`config.mk`:
```
export PLATFORM = sky130hd
export DESIGN_NAME = pll_rst_ctrl
export DESIGN_NICKNAME = d
export VERILOG_FILES = /design/src/rtl/pll_rst_ctrl.sv
export SDC_FILE = /design/constraint.sdc
export NUM_CORES = 1
export LEC_CHECK = 0
export CORE_MARGIN = 1.5
export CORE_UTILIZATION = 39
export CTS_BUF_LIST = sky130_fd_sc_hd__clkbuf_4 sky130_fd_sc_hd__clkbuf_8
export CTS_CLUSTER_DIAMETER = 200
export DETAILED_ROUTE_END_ITERATION = 7
export PLACE_DENSITY = 0.68
export SLEW_MARGIN = 20
export SYNTH_ARGS = -nofsm -noshare
export SYNTH_HDL_FRONTEND = slang
export SYNTH_SLANG_ARGS = --single-unit
```
`constraint.sdc`:
```
create_clock -name sys_clk -period 2.1 [get_ports sys_clk]
set_clock_uncertainty 0.2 [all_clocks]
set_input_delay 0.42 -clock sys_clk [delete_from_list [all_inputs] [get_ports sys_clk]]
set_output_delay 0.42 -clock sys_clk [all_outputs]
set_load 0.05 [all_outputs]
```
`src/rtl/pll_rst_ctrl.sv`:
```
// PLL bring-up sequencer: holds the PLL in reset, waits for a stable lock with
// bounded retries, then releases the user reset; a software request restarts it.
module pll_rst_ctrl #(
  parameter int RST_CYCLES   = 100,
  parameter int LOCK_TIMEOUT = 50000,
  parameter int LOCK_STABLE  = 1024,
  parameter int MAX_RETRY    = 7
) (
  input  logic       sys_clk,
  input  logic       sys_rst_n,
  input  logic       pll_lock,
  input  logic       sw_rst_req,
  output logic       pll_rst,
  output logic       user_rst_n,
  output logic       ready,
  output logic       fail,
  output logic [2:0] retry_cnt
);

  localparam int MAX_AB  = (RST_CYCLES > LOCK_TIMEOUT) ? RST_CYCLES : LOCK_TIMEOUT;
  localparam int MAX_ALL = (MAX_AB > LOCK_STABLE) ? MAX_AB : LOCK_STABLE;
  localparam int CW      = $clog2(MAX_ALL) + 1;

  localparam logic [CW-1:0] RST_LAST     = CW'(RST_CYCLES - 1);
  localparam logic [CW-1:0] TIMEOUT_LAST = CW'(LOCK_TIMEOUT - 1);
  localparam logic [CW-1:0] STABLE_LAST  = CW'(LOCK_STABLE - 1);
  localparam logic [2:0]    RETRY_MAX    = 3'(MAX_RETRY);

  typedef enum logic [2:0] {
    S_RESET,
    S_WAIT_LOCK,
    S_STABLE,
    S_RUN,
    S_FAIL
  } state_t;

  state_t        state_q, state_d;
  logic [CW-1:0] cnt_q, cnt_d;
  logic [2:0]    retry_d;
  logic          lock_meta, lock_s;
  logic          restart;

  // Two-flop synchronizer; lock_s is the only view of pll_lock inside the block.
  // NOTE: sequential state uses non-blocking assignments so every flop samples
  // pre-edge values, which is what makes the two stages a real delay line.
  always_ff @(posedge sys_clk or negedge sys_rst_n) begin
    if (!sys_rst_n) begin
      lock_meta <= 1'b0;
      lock_s    <= 1'b0;
    end else begin
      lock_meta <= pll_lock;
      lock_s    <= lock_meta;
    end
  end

  // NOTE: every variable gets a default before the case so no path leaves one
  // unassigned, which would otherwise infer a latch.
  always_comb begin
    state_d = state_q;
    retry_d = retry_cnt;
    restart = 1'b0;
    if (sw_rst_req) begin
      state_d = S_RESET;
      retry_d = '0;
      restart = 1'b1;
    end else begin
      case (state_q)
        S_RESET: begin
          if (cnt_q == RST_LAST) state_d = S_WAIT_LOCK;
        end
        S_WAIT_LOCK: begin
          if (lock_s) begin
            state_d = S_STABLE;
          end else if (cnt_q == TIMEOUT_LAST) begin
            if (retry_cnt == RETRY_MAX) begin
              state_d = S_FAIL;
            end else begin
              state_d = S_RESET;
              retry_d = retry_cnt + 3'd1;
            end
          end
        end
        S_STABLE: begin
          if (!lock_s)                    state_d = S_WAIT_LOCK;
          else if (cnt_q == STABLE_LAST)  state_d = S_RUN;
        end
        S_RUN: begin
          if (!lock_s) state_d = S_RESET;
        end
        S_FAIL: begin
          state_d = S_FAIL;
        end
        default: state_d = S_RESET;
      endcase
    end

    if (state_d == S_RUN && state_q != S_RUN) retry_d = '0;

    // RUN and FAIL never look at the counter, so it is parked at zero there.
    if (restart || state_d != state_q || state_d == S_RUN || state_d == S_FAIL)
      cnt_d = '0;
    else
      cnt_d = cnt_q + 1'b1;
  end

  // Outputs are decoded from the next state so they flip on the same edge as state.
  always_ff @(posedge sys_clk or negedge sys_rst_n) begin
    if (!sys_rst_n) begin
      state_q    <= S_RESET;
      cnt_q      <= '0;
      retry_cnt  <= '0;
      pll_rst    <= 1'b1;
      user_rst_n <= 1'b0;
      ready      <= 1'b0;
      fail       <= 1'b0;
    end else begin
      state_q    <= state_d;
      cnt_q      <= cnt_d;
      retry_cnt  <= retry_d;
      pll_rst    <= (state_d == S_RESET) || (state_d == S_FAIL);
      user_rst_n <= (state_d == S_RUN);
      ready      <= (state_d == S_RUN);
      fail       <= (state_d == S_FAIL);
    end
  end

endmodule

```
==> run_results.csv, run 1 <==
group,metric,value,unit
timing,period_share,104,%
clock_tree,cts_tree,"yes",
synthesis,synth_edf_count,0,
placement,port_buffers,10,
clock_tree,clk_pin_slew,110,ps
timing,slew_violations,0,
critical_path,cpPeakStageDelay,440,ps
synthesis,ys_warn_count,0,
routing,first_pass_iters,4,
synthesis,synth-seq-area-share,42.7,%
layout,multi_input_area,0.00101,mm²
min_path,holdCritStartpoint,"lock_meta",
floorplanning,rows,23,
timing,rsz0062_at_grt,"true",
synthesis,yosysTopAreaCellShare,41.1,%
min_path,min_to,"lock_s",
clock_tree,cts-root-buf,"clkbuf_8",
critical_path,reg2reg_depth,7,
synthesis,syn_inst,147,
timing,finalHoldViolCount,0,
routing,routed_wl,3.88,mm
clock_tree,clk_latency,280,ps
layout,seqCellArea,703,µm²
critical_path,path_max_fanout,9,
layout,n_fill_cell,344,
power_and_ir_drop,vdd_ir_drop_max,0.555,mV
critical_path,end_kind,"flip-flop",
placement,gp_congestion,0.838,
critical_path,arrival,2160,ps
critical_path,critPathLaunchType,"flip-flop",
routing,vias,1305,
synthesis,synth_xor_area_share,9.06,%
global_routing,grt-ovfl-total,0,
timing,relSlewSlack,67.3,%
timing,tns,-908,ps
synthesis,synthesis.nets,154,
global_routing,grt_max_degree,29,
min_path,holdPathStages,0,
critical_path,worstReg2RegEnd,"cnt_q[14]",
timing,finalSetupViolCount,17,
synthesis,synth_mux_area_share,1.22,%
layout,diodes,0,
power_and_ir_drop,p_leak,0.933,nW
global_routing,track_usage,16.9,%
flow_run,drv_cap,0,
global_routing,grt_pass1_vias,1286,
floorplanning,die_w,67.9,µm
timing,worst_slew_pin_slew,490,ps
placement,pre_cts_ws,-329,ps
clock_tree,cts-buffers-inserted,3,
synthesis,ys_top_cells_by_area,"dfrtp_1 (41%), xnor2_1 (5.3%), nor3_1 (4.6%), xor2_1 (3.7%), and3_1 (2.7%)",
synthesis,synth_fa_ha_area_share,2.28,%
synthesis,ys_types,41,
min_path,hold_path_class,"reg2reg",
critical_path,timing.critical_path.buf_inv,2,
clock_tree,clockBufferDepth,2,
critical_path,r2r-start,"state_q[1]",
critical_path,r2r_setup_slack,-80,ps
layout,stdcell_count,239,
critical_path,path_cells,"buf_6, nor2b_4, or4_4, a31oi_4, a211oi_4, buf_12, nor4_2",
clock_tree,clock-sinks,28,
floorplanning,core-area,0.00403,mm²
clock_tree,htreeDepth,1,
layout,drive_above_1_share,40.2,%
floorplanning,start_util,40.8,%
layout,nets,197,
critical_path,crit_slowest_cell,"or4_4",
floorplanning,boundaryPins,11,
placement,placedCellCount,228,
routing,drc,0,
floorplanning,die_h,67.9,µm
critical_path,crit_required,2090,ps
outcome,status,"finished with violations",
global_routing,grt_pass1_wl,5.92,mm
critical_path,critPathKind,"reg2reg",
critical_path,cp_top_family,"simple AND/OR/NAND/NOR gates",
routing,initialDrtViolationCount,70,
synthesis,synth-async-reset-ratio,100,%
synthesis,netlist_area,0.00164,mm²
timing,clock.fmax,0.460,GHz
routing,wl_per_cell,16.3,µm
synthesis,synth_compound_area_share,8.00,%
synthesis,synth-simple-area-share,32.6,%
placement,hpwl,2.56,mm
clock_tree,cts-hold-fix-buffers,0,
synthesis,synth-seq-cells,28,
routing,vias_per_cell,5.46,
synthesis,yosys.area.top_type,"dfrtp_1",
synthesis,avgSynthCellArea,11.2,µm²
global_routing,antenna_found_initial,0,
critical_path,cp-startpoint,"state_q[1]",
outcome,violations,"negative setup slack",
critical_path,worst-path-stages,7,
power_and_ir_drop,power_density,469,mW/mm²
timing,setup_ws,-75.6,ps
timing,post-route-min-period,2180,ps
synthesis,synthFlopType,"dfrtp_1",
routing,ant_nets,0,
synthesis,synth_top_family_by_area,"simple AND/OR/NAND/NOR gates",
power_and_ir_drop,total_power,1.07,mW
layout,area_growth,39.1,%
floorplanning,dieArea,0.00461,mm²
[registers in the layout, summed over array words and instances, names as in the netlist]
register and cells:
lock_meta 1, lock_s 1, ready 1, cnt_q 17, retry_cnt 3, fail 1, state_q 3, pll_rst 1
[timing repair]
action	4_1_cts	5_1_grt
resized for setup	14	14
cloned	0	1
pin swaps	4	5
buffers inserted	4	3
endpoints found under the setup margin	18	20
endpoints found under the hold margin	0	0
[worst max-delay path by stage]
stage                endpoint  slack (ps)
finish              cnt_q[14]         -80
global route         cnt_q[7]        -130
CTS                  cnt_q[3]         -50
detailed placement   cnt_q[1]        -330
global placement     cnt_q[1]        -270
floorplan            cnt_q[1]          10
[per-stage QoR]
step / hold WS [ps] / utilization, % / instance area, µm²
floorplan: -75.6 / - / 1650
global placement: 136 / 48.9 / 1970
detailed placement: 138 / 48.9 / 1970
CTS: 164 / 54.1 / 2180
global route: 168 / 56.7 / 2280
finish: 158 / 56.7 / 2280
[placed cells by master (no fill, tap or decap), types with 3 or more instances in the layout]
cell / instances
buf_4: 31
dfrtp_1: 26
nor3_1: 15
xnor2_1: 10
nor2_1: 9
nand3_1: 7
xor2_1: 7
nor4_4: 6
clkdlybuf4s50_1: 6
nand4_1: 5
and3_1: 5
buf_6: 5
nor4_2: 4
nand2_1: 3
clkbuf_8: 3
buf_12: 3
[where the power goes]
group	total (mW)	switching, mW	leakage, nW	internal [mW]
clock network	0.436	0.180	0.0357	0.256
registers	0.552	0.00589	0.379	0.546
logic	0.0854	0.0410	0.519	0.0445
[synthesized netlist by cell type (all sizes together), types with 4 or more instances]
master	n
dfrtp	27
nor3	16
nor4	11
xnor2	10
nor2	9
buf	8
and3	7
nand3	7
xor2	7
nand4	6
nor4b	4
[logic make-up (layout without fill, tap and decap cells)]
| family | Yosys count | after routing |
|---|---|---|
| and+or+nand+nor | 77 | 77 |
| DFF | 28 | 28 |
| xor gates and xnor gates | 17 | 17 |
| AOI/OAI and AO/OA | 11 | 11 |
| buffers and inverters | 9 | 51 |
| adders and majority gates | 3 | 3 |
| muxes | 2 | 2 |
[area by class of cell]
class,instances,share of cell area (%)
flip-flops and latches,28,30.8
clock inverters,1,1.31
well taps,50,2.74
multi-input cells,110,44.2
clock buffers,3,1.81
repair buffers,46,19.0
inverters,1,0.164
[metal layers]
| metal | wire [µm] | vias to the layer above | GRT usage, % |
|---|---|---|---|
| li1 | - | 634 | - |
| met4 | 14 | 0 | 1.50 |
| met5 | 0 | - | 0 |
| met2 | 2040 | 19 | 31.3 |
| met3 | 105 | 2 | 3.45 |
| met1 | 1720 | 650 | 21.1 |
Power figures use the tool's default switching activity.
==> run 2: changes to the inputs <==
- ABC_CLOCK_PERIOD_IN_PS: default -> 2100
- CORE_UTILIZATION: 39 -> 52
- PLACE_DENSITY: 0.68 -> 0.83
==> run_results.csv, run 2 (synthesis results as in run 1) <==
group,metric,value,unit
clock_tree,cts_tree,"yes",
placement,port_buffers,10,
global_routing,antenna_found_initial,0,
clock_tree,cts-hold-fix-buffers,0,
outcome,status,"finished with violations",
critical_path,path_cells,"buf_6, nor2b_4, or4_4, a31oi_4, o22ai_4, buf_12, nor4_4",
layout,top_register,"cnt_q",
routing,ant_nets,0,
placement,dpl_cell_area,0.00193,mm²
clock_tree,clockBufferDepth,2,
timing,relSlewSlack,67.4,%
global_routing,grt_pass1_wl,6.80,mm
layout,seqCellArea,704,µm²
placement,gp_congestion,0.866,
power_and_ir_drop,p_leak,0.971,nW
timing,post-route-min-period,2160,ps
critical_path,path_max_fanout,8,
timing,finalSetupViolCount,17,
layout,final_common_cell,"buf_4",
layout,multi_input_area,0.00106,mm²
placement,hpwl,2.59,mm
global_routing,grt-ovfl-total,0,
critical_path,end_kind,"flip-flop",
critical_path,cpPeakStageDelay,440,ps
timing,setup_ws,-63.7,ps
layout,drive_above_1_share,45.4,%
timing,finalHoldViolCount,0,
floorplanning,start_util,54.3,%
critical_path,timing.critical_path.buf_inv,2,
routing,drc,0,
floorplanning,die_h,59.2,µm
floorplanning,core-area,0.00303,mm²
routing,initialDrtViolationCount,105,
layout,reg.largest.list,"cnt_q (17), retry_cnt (3), state_q (3)",
routing,wl_per_cell,18.5,µm
timing,rsz0062_at_grt,"true",
floorplanning,dieArea,0.00351,mm²
critical_path,critPathLaunchType,"flip-flop",
timing,clock.fmax,0.462,GHz
layout,nets,204,
timing,worst_slew_pin_slew,492,ps
routing,vias_per_cell,5.93,
clock_tree,cts-root-buf,"clkbuf_4",
power_and_ir_drop,power_density,428,mW/mm²
global_routing,track_usage,25.9,%
timing,period_share,103,%
timing,holdWs,168,ps
routing,vias,1422,
clock_tree,clk_pin_slew,150,ps
flow_run,drv_cap,0,
clock_tree,clk_latency,340,ps
clock_tree,clock-sinks,28,
routing,first_pass_iters,4,
clock_tree,cts-buffers-inserted,3,
power_and_ir_drop,vdd_ir_drop_max,0.298,mV
layout,area_growth,41.6,%
global_routing,grt_max_degree,29,
critical_path,cp_top_family,"simple AND/OR/NAND/NOR gates",
critical_path,critPathKind,"reg2reg",
critical_path,crit_required,2160,ps
outcome,violations,"negative setup slack",
floorplanning,boundaryPins,11,
layout,n_fill_cell,186,
min_path,hold_path_class,"reg2reg",
critical_path,arrival,2220,ps
layout,diodes,0,
floorplanning,rows,20,
layout,layout_common_cells,"buf_4 (39), dfrtp_1 (25), nor3_1 (14)",
timing,slew_violations,0,
floorplanning,die_w,59.2,µm
global_routing,grt_pass1_vias,1480,
critical_path,crit_slowest_cell,"or4_4",
layout,largest_reg_flops,17,
layout,fin_area,0.00233,mm²
routing,routed_wl,4.44,mm
clock_tree,htreeDepth,1,
run 2: what timing repair did:
action                                  in CTS  in global routing
endpoints found under the setup margin      23                 20
resized for setup                           29                 12
pin swaps                                   10                  4
gates cloned                                 1                  0
buffers inserted                            10                  7
run 2: worst paths after layout:
check                                 from  endpoint  slack [ps]  cells after the start
worst max-delay path            state_q[1]  cnt_q[6]         -60                      7
worst min-delay path             lock_meta    lock_s         170                      0
worst max register to register  state_q[1]  cnt_q[6]         -60                      7
worst min register to register   lock_meta    lock_s         170                      0
max in group asynchronous        sys_rst_n   pll_rst        1160                      2
min in group asynchronous        sys_rst_n      fail         220                      2
run 2: worst reg2reg max path, stage by stage (launching register included):
cell     delay (ps)
dfrtp_1         430
buf_6           140
nor2b_4         120
or4_4           440
a31oi_4         240
o22ai_4         110
buf_12          160
nor4_4          250
run 2: final cells by class:
type                    count  share of cell area, %
inverters                   1                  0.161
clock buffers               3                  0.968
multi-input cells         110                   45.6
clock inverters             1                   1.29
flip-flops and latches     28                   30.3
well taps                  44                   2.37
repair buffers             53                   19.4
run 2: routing by layer:
| layer | global-route usage (%) | vias to the layer above | share of wire [%] |
|---|---|---|---|
| met5 | 0 | - | 0 |
| met1 | 30.7 | 728 | 40 |
| met4 | 12.0 | 0 | 2.5 |
| met2 | 46.6 | 33 | 54 |
| met3 | 2.62 | 12 | 2.9 |
| li1 | - | 649 | - |
run 2: power breakdown:
part	switching [mW]	total, mW	internal [mW]	leakage, nW
logic	0.0422	0.0827	0.0405	0.565
clock network	0.168	0.361	0.193	0.0279
registers	0.00636	0.553	0.546	0.377
run 2: metrics by stage:
step / total power, mW / util [%] / instances / TNS (ps) / setup slack [ps]
2_1_floorplan: 0.588 / - / 147 / 0 / 10.2
3_3_place_gp: 0.617 / 63.8 / 218 / -3660 / -282
3_5_place_dp: 0.620 / 63.8 / 218 / -4370 / -348
4_1_cts: 0.994 / 72.9 / 233 / -229 / -53.1
5_1_grt: 1.03 / 76.8 / 240 / -1910 / -154
6_report: 0.996 / 76.8 / 240 / -510 / -63.7
==> run 3: changes to the inputs <==
- CTS_CLUSTER_DIAMETER: 200 -> 150
==> results of run 3 <==
Same layout as run 2: the final DEF is identical, and so are final timing and power.
